[src/rtl/score_digit_scheduler_pkg.sv]
// Shared types and sizing helpers for the score digit scheduler.
package score_digit_scheduler_pkg;

  typedef enum logic [1:0] {IDLE, CONVERT, WAIT_VB} state_e;

  typedef logic [3:0] bcd_nibble_t;

  function automatic int unsigned pitch(input int unsigned digit_w, input int unsigned digit_gap);
    return digit_w + digit_gap;
  endfunction

  // ceil(w*log10(2) + 1); w*log10(2) is never an integer for w > 0, so the integer ceiling is exact
  function automatic int unsigned bcd_nibbles(input int unsigned score_w);
    return ((score_w * 30103 + 99999) / 100000) + 1;
  endfunction

  function automatic int unsigned bcd_width(input int unsigned score_w);
    return 4 * bcd_nibbles(score_w);
  endfunction

endpackage

[src/rtl/score_digit_scheduler_if.sv]
// Score handshake plus pixel select bus between the scheduler and its host.
interface score_digit_scheduler_if #(
  parameter int unsigned SCORE_W = 14
);
  logic               score_valid_in;
  logic [SCORE_W-1:0] score_in;
  logic               score_ready_out;
  logic [10:0]        x_in;
  logic [9:0]         y_in;
  logic [10:0]        hcount_in;
  logic [9:0]         vcount_in;
  logic               sel_valid_out;
  logic [3:0]         number_out;
  logic [10:0]        digit_x_out;
  logic [9:0]         digit_y_out;
  logic [10:0]        hcount_out;
  logic [9:0]         vcount_out;
  logic               overflow_out;

  modport master (
    output score_valid_in, score_in, x_in, y_in, hcount_in, vcount_in,
    input  score_ready_out, sel_valid_out, number_out, digit_x_out, digit_y_out,
           hcount_out, vcount_out, overflow_out
  );

  modport slave (
    input  score_valid_in, score_in, x_in, y_in, hcount_in, vcount_in,
    output score_ready_out, sel_valid_out, number_out, digit_x_out, digit_y_out,
           hcount_out, vcount_out, overflow_out
  );
endinterface

[src/rtl/score_digit_scheduler_bcd.sv]
// Sequential double-dabble: one shift per cycle, SCORE_W cycles from start.
module bin_to_bcd_seq
  import score_digit_scheduler_pkg::*;
#(
  parameter int unsigned SCORE_W = 14,
  localparam int unsigned BCD_W  = bcd_width(SCORE_W)
) (
  input  logic               clk,
  input  logic               rst,
  input  logic               start,
  input  logic [SCORE_W-1:0] bin,
  output logic               last,
  output logic [BCD_W-1:0]   bcd
);
  localparam int unsigned CW = $clog2(SCORE_W + 1);

  logic [SCORE_W-1:0] sh;
  logic [CW-1:0]      cnt;
  logic               busy;
  logic [BCD_W-1:0]   adj;

  always_comb begin
    adj = bcd;
    for (int unsigned k = 0; k < BCD_W / 4; k++) begin
      if (adj[4*k +: 4] >= 4'd5) adj[4*k +: 4] = adj[4*k +: 4] + 4'd3;
    end
  end

  // high during the cycle whose edge performs the final shift
  assign last = busy && (cnt == CW'(SCORE_W - 1));

  always_ff @(posedge clk or posedge rst) begin
    if (rst) begin
      sh   <= '0;
      cnt  <= '0;
      busy <= 1'b0;
      bcd  <= '0;
    end else if (start) begin
      sh   <= bin;
      cnt  <= '0;
      busy <= 1'b1;
      bcd  <= '0;
    end else if (busy) begin
      bcd <= {adj[BCD_W-2:0], sh[SCORE_W-1]};
      sh  <= sh << 1;
      cnt <= cnt + 1'b1;
      if (last) busy <= 1'b0;
    end
  end
endmodule

[src/rtl/score_digit_scheduler.sv]
// Score-to-digit scheduler sharing one numbers sprite between NUM_DIGITS slots.
// Optional LEADING_ZERO_BLANK_EN hides leading-zero slots (least significant slot always shown).
module score_digit_scheduler
  import score_digit_scheduler_pkg::*;
#(
  parameter int unsigned SCORE_W    = 14,
  parameter int unsigned NUM_DIGITS = 4,
  parameter int unsigned DIGIT_W    = 24,
  parameter int unsigned DIGIT_H    = 24,
  parameter int unsigned DIGIT_GAP  = 4,
  parameter int unsigned V_ACTIVE   = 720
) (
  input logic                      pixel_clk_in,
  input logic                      rst_in,
  score_digit_scheduler_if.slave   bus
);
  localparam int unsigned BCD_W = bcd_width(SCORE_W);
  localparam int unsigned NIB   = BCD_W / 4;
  localparam int unsigned PITCH = pitch(DIGIT_W, DIGIT_GAP);

  state_e             state, state_nxt;
  logic               start, load, conv_last, over_hi;
  logic [BCD_W-1:0]   bcd;
  bcd_nibble_t        disp [NUM_DIGITS];
  logic               ovf;

  bin_to_bcd_seq #(.SCORE_W(SCORE_W)) u_bcd (
    .clk   (pixel_clk_in),
    .rst   (rst_in),
    .start (start),
    .bin   (bus.score_in),
    .last  (conv_last),
    .bcd   (bcd)
  );

  always_comb begin
    state_nxt = state;
    start     = 1'b0;
    load      = 1'b0;
    case (state)
      IDLE: if (bus.score_valid_in) begin
        start     = 1'b1;
        state_nxt = CONVERT;
      end
      CONVERT: if (conv_last) state_nxt = WAIT_VB;
      WAIT_VB: if (bus.vcount_in >= 10'(V_ACTIVE)) begin
        load      = 1'b1;
        state_nxt = IDLE;
      end
      default: state_nxt = IDLE;
    endcase
  end

  always_ff @(posedge pixel_clk_in or posedge rst_in) begin
    if (rst_in) state <= IDLE;
    else        state <= state_nxt;
  end

  assign bus.score_ready_out = (state == IDLE);
  assign bus.overflow_out    = ovf;

  always_comb begin
    over_hi = 1'b0;
    for (int unsigned k = NUM_DIGITS; k < NIB; k++) begin
      if (bcd[4*k +: 4] != 4'd0) over_hi = 1'b1;
    end
  end

  // slot 0 is the most significant digit
  always_ff @(posedge pixel_clk_in or posedge rst_in) begin
    if (rst_in) begin
      for (int unsigned i = 0; i < NUM_DIGITS; i++) disp[i] <= '0;
      ovf <= 1'b0;
    end else if (load) begin
      for (int unsigned i = 0; i < NUM_DIGITS; i++)
        disp[i] <= over_hi ? 4'd9 : bcd[4*(NUM_DIGITS-1-i) +: 4];
      ovf <= over_hi;
    end
  end

  logic [NUM_DIGITS-1:0] shown, hit;
  logic [10:0]           slot_x [NUM_DIGITS];
  logic                  v_in_row;

`ifdef LEADING_ZERO_BLANK_EN
  logic lz_seen;
  always_comb begin
    lz_seen = 1'b0;
    for (int unsigned i = 0; i < NUM_DIGITS; i++) begin
      lz_seen  = lz_seen | (disp[i] != 4'd0) | (i == NUM_DIGITS - 1);
      shown[i] = lz_seen;
    end
  end
`else
  assign shown = '1;
`endif

  assign v_in_row = ({2'b00, bus.vcount_in} >= {2'b00, bus.y_in}) &&
                    ({2'b00, bus.vcount_in} <  {2'b00, bus.y_in} + 12'(DIGIT_H));

  for (genvar g = 0; g < NUM_DIGITS; g++) begin : g_slot
    logic [11:0] left;
    assign left      = {1'b0, bus.x_in} + 12'(g * PITCH);
    assign hit[g]    = ({1'b0, bus.hcount_in} >= left) &&
                       ({1'b0, bus.hcount_in} <  left + 12'(DIGIT_W)) &&
                       v_in_row && shown[g];
    assign slot_x[g] = left[10:0];
  end

  logic        any;
  logic [3:0]  sel_num;
  logic [10:0] sel_x;

  always_comb begin
    any     = 1'b0;
    sel_num = '0;
    sel_x   = '0;
    for (int unsigned i = 0; i < NUM_DIGITS; i++) begin
      if (hit[i]) begin
        any     = 1'b1;
        sel_num = disp[i];
        sel_x   = slot_x[i];
      end
    end
  end

  always_ff @(posedge pixel_clk_in or posedge rst_in) begin
    if (rst_in) begin
      bus.sel_valid_out <= 1'b0;
      bus.number_out    <= '0;
      bus.digit_x_out   <= '0;
      bus.digit_y_out   <= '0;
      bus.hcount_out    <= '0;
      bus.vcount_out    <= '0;
    end else begin
      bus.sel_valid_out <= any;
      bus.number_out    <= sel_num;
      bus.digit_x_out   <= sel_x;
      bus.digit_y_out   <= any ? bus.y_in : '0;
      bus.hcount_out    <= bus.hcount_in;
      bus.vcount_out    <= bus.vcount_in;
    end
  end
endmodule

[src/flat_wrapper.sv]
// flat-port wrapper written by rule: the top's interface ports become plain ports
module score_digit_scheduler_flat import score_digit_scheduler_pkg::*;
#(
  parameter int unsigned SCORE_W    = 14,
  parameter int unsigned NUM_DIGITS = 4,
  parameter int unsigned DIGIT_W    = 24,
  parameter int unsigned DIGIT_H    = 24,
  parameter int unsigned DIGIT_GAP  = 4,
  parameter int unsigned V_ACTIVE   = 720
)
  (pixel_clk_in, rst_in, bus_score_valid_in, bus_score_in, bus_x_in, bus_y_in, bus_hcount_in, bus_vcount_in, bus_score_ready_out, bus_sel_valid_out, bus_number_out, bus_digit_x_out, bus_digit_y_out, bus_hcount_out, bus_vcount_out, bus_overflow_out);
  score_digit_scheduler_if #(.SCORE_W(SCORE_W)) bus_i ();
  input logic pixel_clk_in;
  input logic rst_in;
  input wire logic [$bits(bus_i.score_valid_in)-1:0] bus_score_valid_in;
  input wire logic [$bits(bus_i.score_in)-1:0] bus_score_in;
  input wire logic [$bits(bus_i.x_in)-1:0] bus_x_in;
  input wire logic [$bits(bus_i.y_in)-1:0] bus_y_in;
  input wire logic [$bits(bus_i.hcount_in)-1:0] bus_hcount_in;
  input wire logic [$bits(bus_i.vcount_in)-1:0] bus_vcount_in;
  output wire logic [$bits(bus_i.score_ready_out)-1:0] bus_score_ready_out;
  output wire logic [$bits(bus_i.sel_valid_out)-1:0] bus_sel_valid_out;
  output wire logic [$bits(bus_i.number_out)-1:0] bus_number_out;
  output wire logic [$bits(bus_i.digit_x_out)-1:0] bus_digit_x_out;
  output wire logic [$bits(bus_i.digit_y_out)-1:0] bus_digit_y_out;
  output wire logic [$bits(bus_i.hcount_out)-1:0] bus_hcount_out;
  output wire logic [$bits(bus_i.vcount_out)-1:0] bus_vcount_out;
  output wire logic [$bits(bus_i.overflow_out)-1:0] bus_overflow_out;
  assign bus_i.score_valid_in = bus_score_valid_in;
  assign bus_i.score_in = bus_score_in;
  assign bus_i.x_in = bus_x_in;
  assign bus_i.y_in = bus_y_in;
  assign bus_i.hcount_in = bus_hcount_in;
  assign bus_i.vcount_in = bus_vcount_in;
  assign bus_score_ready_out = bus_i.score_ready_out;
  assign bus_sel_valid_out = bus_i.sel_valid_out;
  assign bus_number_out = bus_i.number_out;
  assign bus_digit_x_out = bus_i.digit_x_out;
  assign bus_digit_y_out = bus_i.digit_y_out;
  assign bus_hcount_out = bus_i.hcount_out;
  assign bus_vcount_out = bus_i.vcount_out;
  assign bus_overflow_out = bus_i.overflow_out;
  score_digit_scheduler #(.SCORE_W(SCORE_W), .NUM_DIGITS(NUM_DIGITS), .DIGIT_W(DIGIT_W), .DIGIT_H(DIGIT_H), .DIGIT_GAP(DIGIT_GAP), .V_ACTIVE(V_ACTIVE)) u_core (.pixel_clk_in(pixel_clk_in), .rst_in(rst_in), .bus(bus_i));
endmodule
[config.mk]
export PLATFORM = sky130hd
export DESIGN_NAME = score_digit_scheduler_flat
export DESIGN_NICKNAME = d
export VERILOG_FILES = /design/src/rtl/score_digit_scheduler_pkg.sv /design/src/rtl/score_digit_scheduler_if.sv /design/src/rtl/score_digit_scheduler_bcd.sv /design/src/rtl/score_digit_scheduler.sv /design/src/flat_wrapper.sv
export SDC_FILE = /design/constraint.sdc
export NUM_CORES = 1
export LEC_CHECK = 0
export BUFFER_PORTS_ARGS = -buffer_cell sky130_fd_sc_hd__buf_2
export CAP_MARGIN = 10
export CORE_MARGIN = 5
export CORE_UTILIZATION = 31
export CTS_BUF_LIST = sky130_fd_sc_hd__clkbuf_2 sky130_fd_sc_hd__clkbuf_4 sky130_fd_sc_hd__clkbuf_8
export CTS_CLUSTER_SIZE = 16
export DETAILED_ROUTE_END_ITERATION = 8
export GPL_TIMING_DRIVEN = 0
export PLACE_DENSITY = 0.58
export SLEW_MARGIN = 20
export SYNTH_ARGS = -nofsm -noshare
export SYNTH_HDL_FRONTEND = slang
export SYNTH_SLANG_ARGS = --single-unit
[constraint.sdc]
create_clock -name pixel_clk_in -period 4.18 [get_ports pixel_clk_in]
set_clock_uncertainty 0.2 [all_clocks]
set_input_delay 0.836 -clock pixel_clk_in [delete_from_list [all_inputs] [get_ports pixel_clk_in]]
set_output_delay 0.836 -clock pixel_clk_in [all_outputs]
set_load 0.1 [all_outputs]
======== After elaboration in Yosys (flattened, before gate mapping) ========
Cells that the tools add are included.
cells by class
  add/subtract/negate cells ............... 15
  order comparisons ....................... 17
  equal/unequal tests ..................... 6
  muxes and demuxes ....................... 42
  reduce and logical (&&, ||, !) cells .... 15
operators with widths
  operator                                                                count
  4-bit 2-to-1 mux                                                        15
  11-bit by 12-bit less-than comparator with 1-bit output                 4
  24-bit 2-to-1 mux                                                       2
  11-bit 2-to-1 mux                                                       4
  12-bit by 5-bit adder with 12-bit output (second input constant)        3
  11-bit by 12-bit >= comparator with 1-bit output                        3
  14-bit 2-to-1 mux                                                       2
  11-bit by 5-bit adder with 12-bit output (second input constant)        2
  4-bit by 3-bit >= comparator with 1-bit output (second input constant)  6
  4-bit by 2-bit adder with 4-bit output (second input constant)          5
  1-bit 2-to-1 mux                                                        13
  11-bit by 6-bit adder with 12-bit output (second input constant)        1
  11-bit by 7-bit adder with 12-bit output (second input constant)        1
  10-bit by 12-bit less-than comparator with 1-bit output                 1
  10-bit by 5-bit adder with 11-bit output (second input constant)        1
  11-bit >= comparator                                                    1
  10-bit >= comparator                                                    1
  10-bit >= comparator (second input constant)                            1
  1-bit logical AND                                                       10
  10-bit 2-to-1 mux                                                       1
  4-bit nonzero test                                                      2
  2-bit 2-to-1 mux                                                        3
  2-bit case mux with 3 select lines                                      1
  4-bit by 1-bit adder with 4-bit output (second input constant)          1
  other kinds (10)                                                        11
word-level totals
  register bits ........................... 109
  input port bits ......................... 59
  output and inout bits ................... 49
  logic and storage cells ................. 111

======== Depth between registers and ports, before layout ========
  depth after elaboration ................. 9
  mapped depth ............................ 21
  gate-level depth less buffers ........... 18

======== By module ========
Synthesis repeated with hierarchy kept, for this count alone.
second synthesis, totals
  cells, all modules ...................... 828
  area, all modules ....................... 7915.1 um^2
by module, submodules not included
  module                 times used  cells an instance  area an instance (um^2)  sequential area each (um^2)
  score_digit_scheduler  1           578                5519.0                   1651.6
  bin_to_bcd_seq         1           250                2396.0                   1076.0

======== Worst setup path after synthesis ========
Ideal clock, no wire load.
  path kind ............................... input to register
  from .................................... in bus_x_in[3]
  to ...................................... reg u_core.bus.digit_x_out[9]
  setup time .............................. 0.148 ns
  data arrival time ....................... 4.642 ns
  required time ........................... 3.832 ns
  path slack .............................. -0.810 ns
  cell stages on the path ................. 18
  buffers on the path ..................... 4
  cell sequence ........................... buf_2 -> inv_1 -> ha_1 -> nor2b_1 -> clkbuf_1 -> or3_1 -> and2_0 -> or3_1 -> xnor2_1 -> ha_1 -> a211o_1 -> o32a_1 -> a211o_1 -> buf_6 -> and4bb_4 -> buf_6 -> a2111oi_4 -> a221oi_2
on the way
  word-level cells in the longest chain between the ends .. 8
  elaborated cells on any way between the ends .. 27
  those cells by class .................... add/sub: 7; order compare: 8; mux: 4; reduce/logical: 8
RTL lines
  what                                                                                                                        RTL line                                                    text
  start: declaration                                                                                                          flat_wrapper.sv:17                                          input wire logic [$bits(bus_i.x_in)-1:0] bus_x_in;
  11-bit by 5-bit adder with 12-bit output, on equally long branches                                                          score_digit_scheduler.sv:103, score_digit_scheduler.sv:105
  12-bit by 5-bit adder with 12-bit output / 11-bit by 12-bit less-than comparator with 1-bit output (equally long branches)  score_digit_scheduler.sv:105                                ({1'b0, bus.hcount_in} < left + 12'(DIGIT_W)) &&
  11-bit by 12-bit less-than comparator with 1-bit output / 1-bit logical AND (equally long branches)                         score_digit_scheduler.sv:105, score_digit_scheduler.sv:104
  1-bit logical AND, on equally long branches                                                                                 score_digit_scheduler.sv:104, score_digit_scheduler.sv:105
  1-bit logical AND / 11-bit 2-to-1 mux (equally long branches)                                                               score_digit_scheduler.sv:105, score_digit_scheduler.sv:119
  11-bit 2-to-1 mux (2 in a row)                                                                                              score_digit_scheduler.sv:119                                if (hit[i]) begin
  11-bit 2-to-1 mux *                                                                                                         score_digit_scheduler.sv:119
  via u_core.sel_x[9]                                                                                                         score_digit_scheduler.sv:112                                logic [10:0] sel_x;
  end signal: assignment                                                                                                      score_digit_scheduler.sv:138                                bus.digit_x_out <= sel_x;
  end: declaration                                                                                                            score_digit_scheduler_if.sv:28                              output score_ready_out, sel_valid_out, number_out, digit_x_out, digit_y_out,
The timed path passes the listed nets; every way through them passes the cells marked *.
A chain may end at the register's enable or synchronous reset.

======== Worst setup path in the final report ========
  from .................................... in bus_x_in[3]
  to ...................................... reg u_core.bus.digit_x_out[7]
The elaborated chain is that of the path after synthesis.

==> out/qor.yml <==
status: "finished with violations"
violations: "setup timing"
antenna_found_initial: 0
reg2reg_to: "u_core.disp[3]$_DFFE_PP0P_"
relSlewSlack_pct: 41.9
portBuffers: 103
final_area_um2: 10200
die_h_um: 168
h-tree-depth: 3
diodes: 0
setup_ws_ns: -0.237
hold_viol: 0
rsz0062_at_grt: "yes"
cts_tree: "done"
dr_total_vias: 6854
clock.fmax_ghz: 0.226
synth-async-reset-ratio_pct: 100
grt_pass1_vias: 6822
syn_avg_cell_area_um2: 9.36
overflow: 0
tns_ns: -3.18
cts_inserted_buffers: 9
drc: 0
synth-main-ff-cell: "dfrtp_1"
crit_required_ns: 4.22
synth.yosys.seq_area_share_pct: 35.2
worstMarginPinSlew_ns: 0.869
die_area_um2: 28300
critical_path_class: "input port to register"
ctsRootBufferMaster: "clkbuf_8"
ys_seq_elements: 109
place_area_um2: 8830
dp_hpwl_um: 16400
syn_nets: 997
num-nets-final: 1166
critPathMaxStageDelay_ns: 0.41
total_power_mw: 4.85
start_util_pct: 31.7
cp-start-kind: "input port"
top_level_ports: 108
track_usage_pct: 15.6
pwr_density_cell_nw_per_um2: 476
max_cap_viol_count: 0
ir_drop_mv: 0.361
drt-total-wl_um: 22900
ys_warn_count: 0
cts.sinks: 109
netlist_instances: 829
instances_no_fill: 1327
drt_pre_antenna_iters: 5
core-area_um2: 24500
r2r_cells: 4
path_cells: "buf_12 > buf_12 > clkinv_8 > ha_4 > nor2b_4 > or3_4 > and2_4 > or3_4 > xnor2_2 > ha_1 > a211o_1 > o32a_1 > a211o_1 > and4bb_4 > buf_4 > a2111oi_4 > a221oi_4"
p_leak_nw: 4.78
drtAntennaViolNets: 0
setup_violations: 26
path_max_fanout: 5
hold_class: "input port to async pin"
syn2layout_area_growth_pct: 31.5
grt_first_pass_wirelength_um: 35800
placed_cells: 1257
worst-path-buf-inv: 4
post-place-ws_ns: -1.20
drive_gt1_share_pct: 29.4
r2r_slack_ns: 2.06
synth.distinct_cells: 71
routed_via_density: 5.17
place.gp.congestion: 0.865
synth_edf_count: 0
crit_family: "compound AO/OA/AOI/OAI gates"
cts_hold_buf: 0
fp.dieW_um: 168
period_share_pct: 106
drtIter0Drc: 449
timing.rr.start: "u_core.state[0]$_DFFE_PP0P_"
clockBufferDepth: 2
path_clk_slew_ns: 0.12
period_minus_slack_ns: 4.42
syn_area_um2: 7760
arrival_ns: 4.45
clk_latency_ns: 0.39
rows: 57
avgRoutedWirePerCell_um: 17.2
critPathCaptureType: "register"
drv_slew: 0
cp_slowest_cell: "or3_4"
grt_max_degree: 60
-- cell usage after synthesis, types with 4 or more instances --
cell type  number  share of area (%)
nor3_1         24                1.5
o21a_1          8               0.77
nor4_1          7               0.56
a2111oi_0       7               0.79
xnor2_1        44                5.0
buf_2           9               0.58
nand2_1        57                2.8
inv_1          56                2.7
nor2b_1         6               0.48
ha_1          109                 18
clkbuf_1       19               0.92
buf_4           4               0.39
mux2i_1        21                2.7
xor2_1         15                1.7
a22oi_1         7               0.68
o31ai_1         4               0.39
a311oi_1        5               0.56
o21ai_0        70                4.5
nand3_1        17                1.1
dfrtp_1       109                 35
or3_1           4               0.32
a211o_1         4               0.45
a211oi_1        6               0.58
nor3b_1         6               0.58
o211ai_1        4               0.39
a21oi_1        42                2.7
a221oi_1        4               0.45
a31oi_1         8               0.65
nor2_1         60                2.9
nand4_1         8               0.65
nand2b_1       10               0.81
a21o_1         11                1.1
a222oi_1        4               0.52
-- logic make-up (layout without fill, tap and decap cells) --
| kind of cell | after synthesis | in the layout | synth area share, % |
|---|---|---|---|
| simple gates | 224 | 224 | 14.4 |
| mux | 22 | 22 | 2.85 |
| compound gates | 212 | 212 | 18.2 |
| xor+xnor | 59 | 59 | 6.66 |
| fa+ha+maj | 109 | 109 | 17.6 |
| flops | 109 | 109 | 35.2 |
| buf+inv | 94 | 268 | 5.08 |
-- report_power, final --
| group | internal, mW | switching, mW | leakage (nW) |
|---|---|---|---|
| clock network | 0.352 | 0.408 | 0.116 |
| registers | 1.35 | 0.221 | 1.37 |
| logic | 0.889 | 1.63 | 3.30 |
| total | 2.59 | 2.26 | 4.78 |
-- layer usage --
metal / GRT usage, % / part of all wire, %
met2: 26.0 / 48
met4: 4.87 / 2.4
met5: 0 / 0
met1: 20.2 / 44
met3: 3.40 / 6.2
-- area by class of cell --
class / instances / area (um^2)
fillers: 2376 / 14300
multi-input cells: 626 / 5300
flip-flops and latches: 109 / 2730
repair buffers: 163 / 1070
well taps: 324 / 405
inverters: 58 / 243
plain buffers: 31 / 213
clock buffers: 9 / 124
clock inverters: 7 / 115
-- stage by stage --
step,util (%),hold WS (ns)
finish,41.7,0.273
global route,41.7,0.289
CTS,39.4,0.275
detailed placement,36.1,0.262
global placement,36.0,0.254
floorplan,-,0.239
-- worst max path at each step --
| stage | start | end | slack [ns] | depth (start not counted) |
|---|---|---|---|---|
| CTS | bus_x_in[3] | u_core.bus.digit_x_out[9]$_DFF_PP0_ | -0.24 | 18 |
| finish | bus_x_in[3] | u_core.bus.digit_x_out[7]$_DFF_PP0_ | -0.24 | 17 |
| floorplan | bus_x_in[3] | u_core.bus.digit_x_out[9]$_DFF_PP0_ | -0.43 | 18 |
| global route | bus_x_in[3] | u_core.bus.number_out[3]$_DFF_PP0_ | -0.28 | 18 |
| detailed placement | bus_x_in[3] | u_core.bus.digit_x_out[10]$_DFF_PP0_ | -1.20 | 18 |
| global placement | rst_in | u_core.bus.hcount_out[5]$_DFF_PP0_ | -1.22 | 2 |
-- flip-flops by register name, summed over array words and instances (netlist names) --
register and flops:
u_core.bus.sel_valid_out 1, u_core.bus.vcount_out 10, u_core.u_bcd.sh 14, u_core.bus.hcount_out 11
u_core.u_bcd.bcd 24, u_core.u_bcd.cnt 4, u_core.u_bcd.busy 1, u_core.disp 16
u_core.bus.digit_y_out 10, u_core.state 2, u_core.bus.number_out 4, u_core.bus.overflow_out 1
u_core.bus.digit_x_out 11
-- cells in the final DEF, fill, tap and decap left out, drive strengths merged, types with 7 or more instances in the layout --
cell type	netlist	final
nand4	8	8
nand3	18	18
mux2i	21	21
ha	109	109
nor4	8	8
a211oi	9	9
nor3	24	24
a21oi	42	42
xor2	15	15
clkbuf	19	25
dfrtp	109	109
inv	58	59
nor2	63	63
o21a	8	8
a31oi	8	8
a22oi	7	7
a2111oi	8	8
buf	17	178
nand2b	10	10
a21o	11	11
xnor2	44	44
o21ai	70	70
nand2	57	57
-- timing repair --
action	4_1_cts	5_1_grt
setup endpoints to repair	26	26
buffers inserted	35	24
gates resized for setup	67	81
pin swaps	19	33
Power figures use the tool's default switching activity.
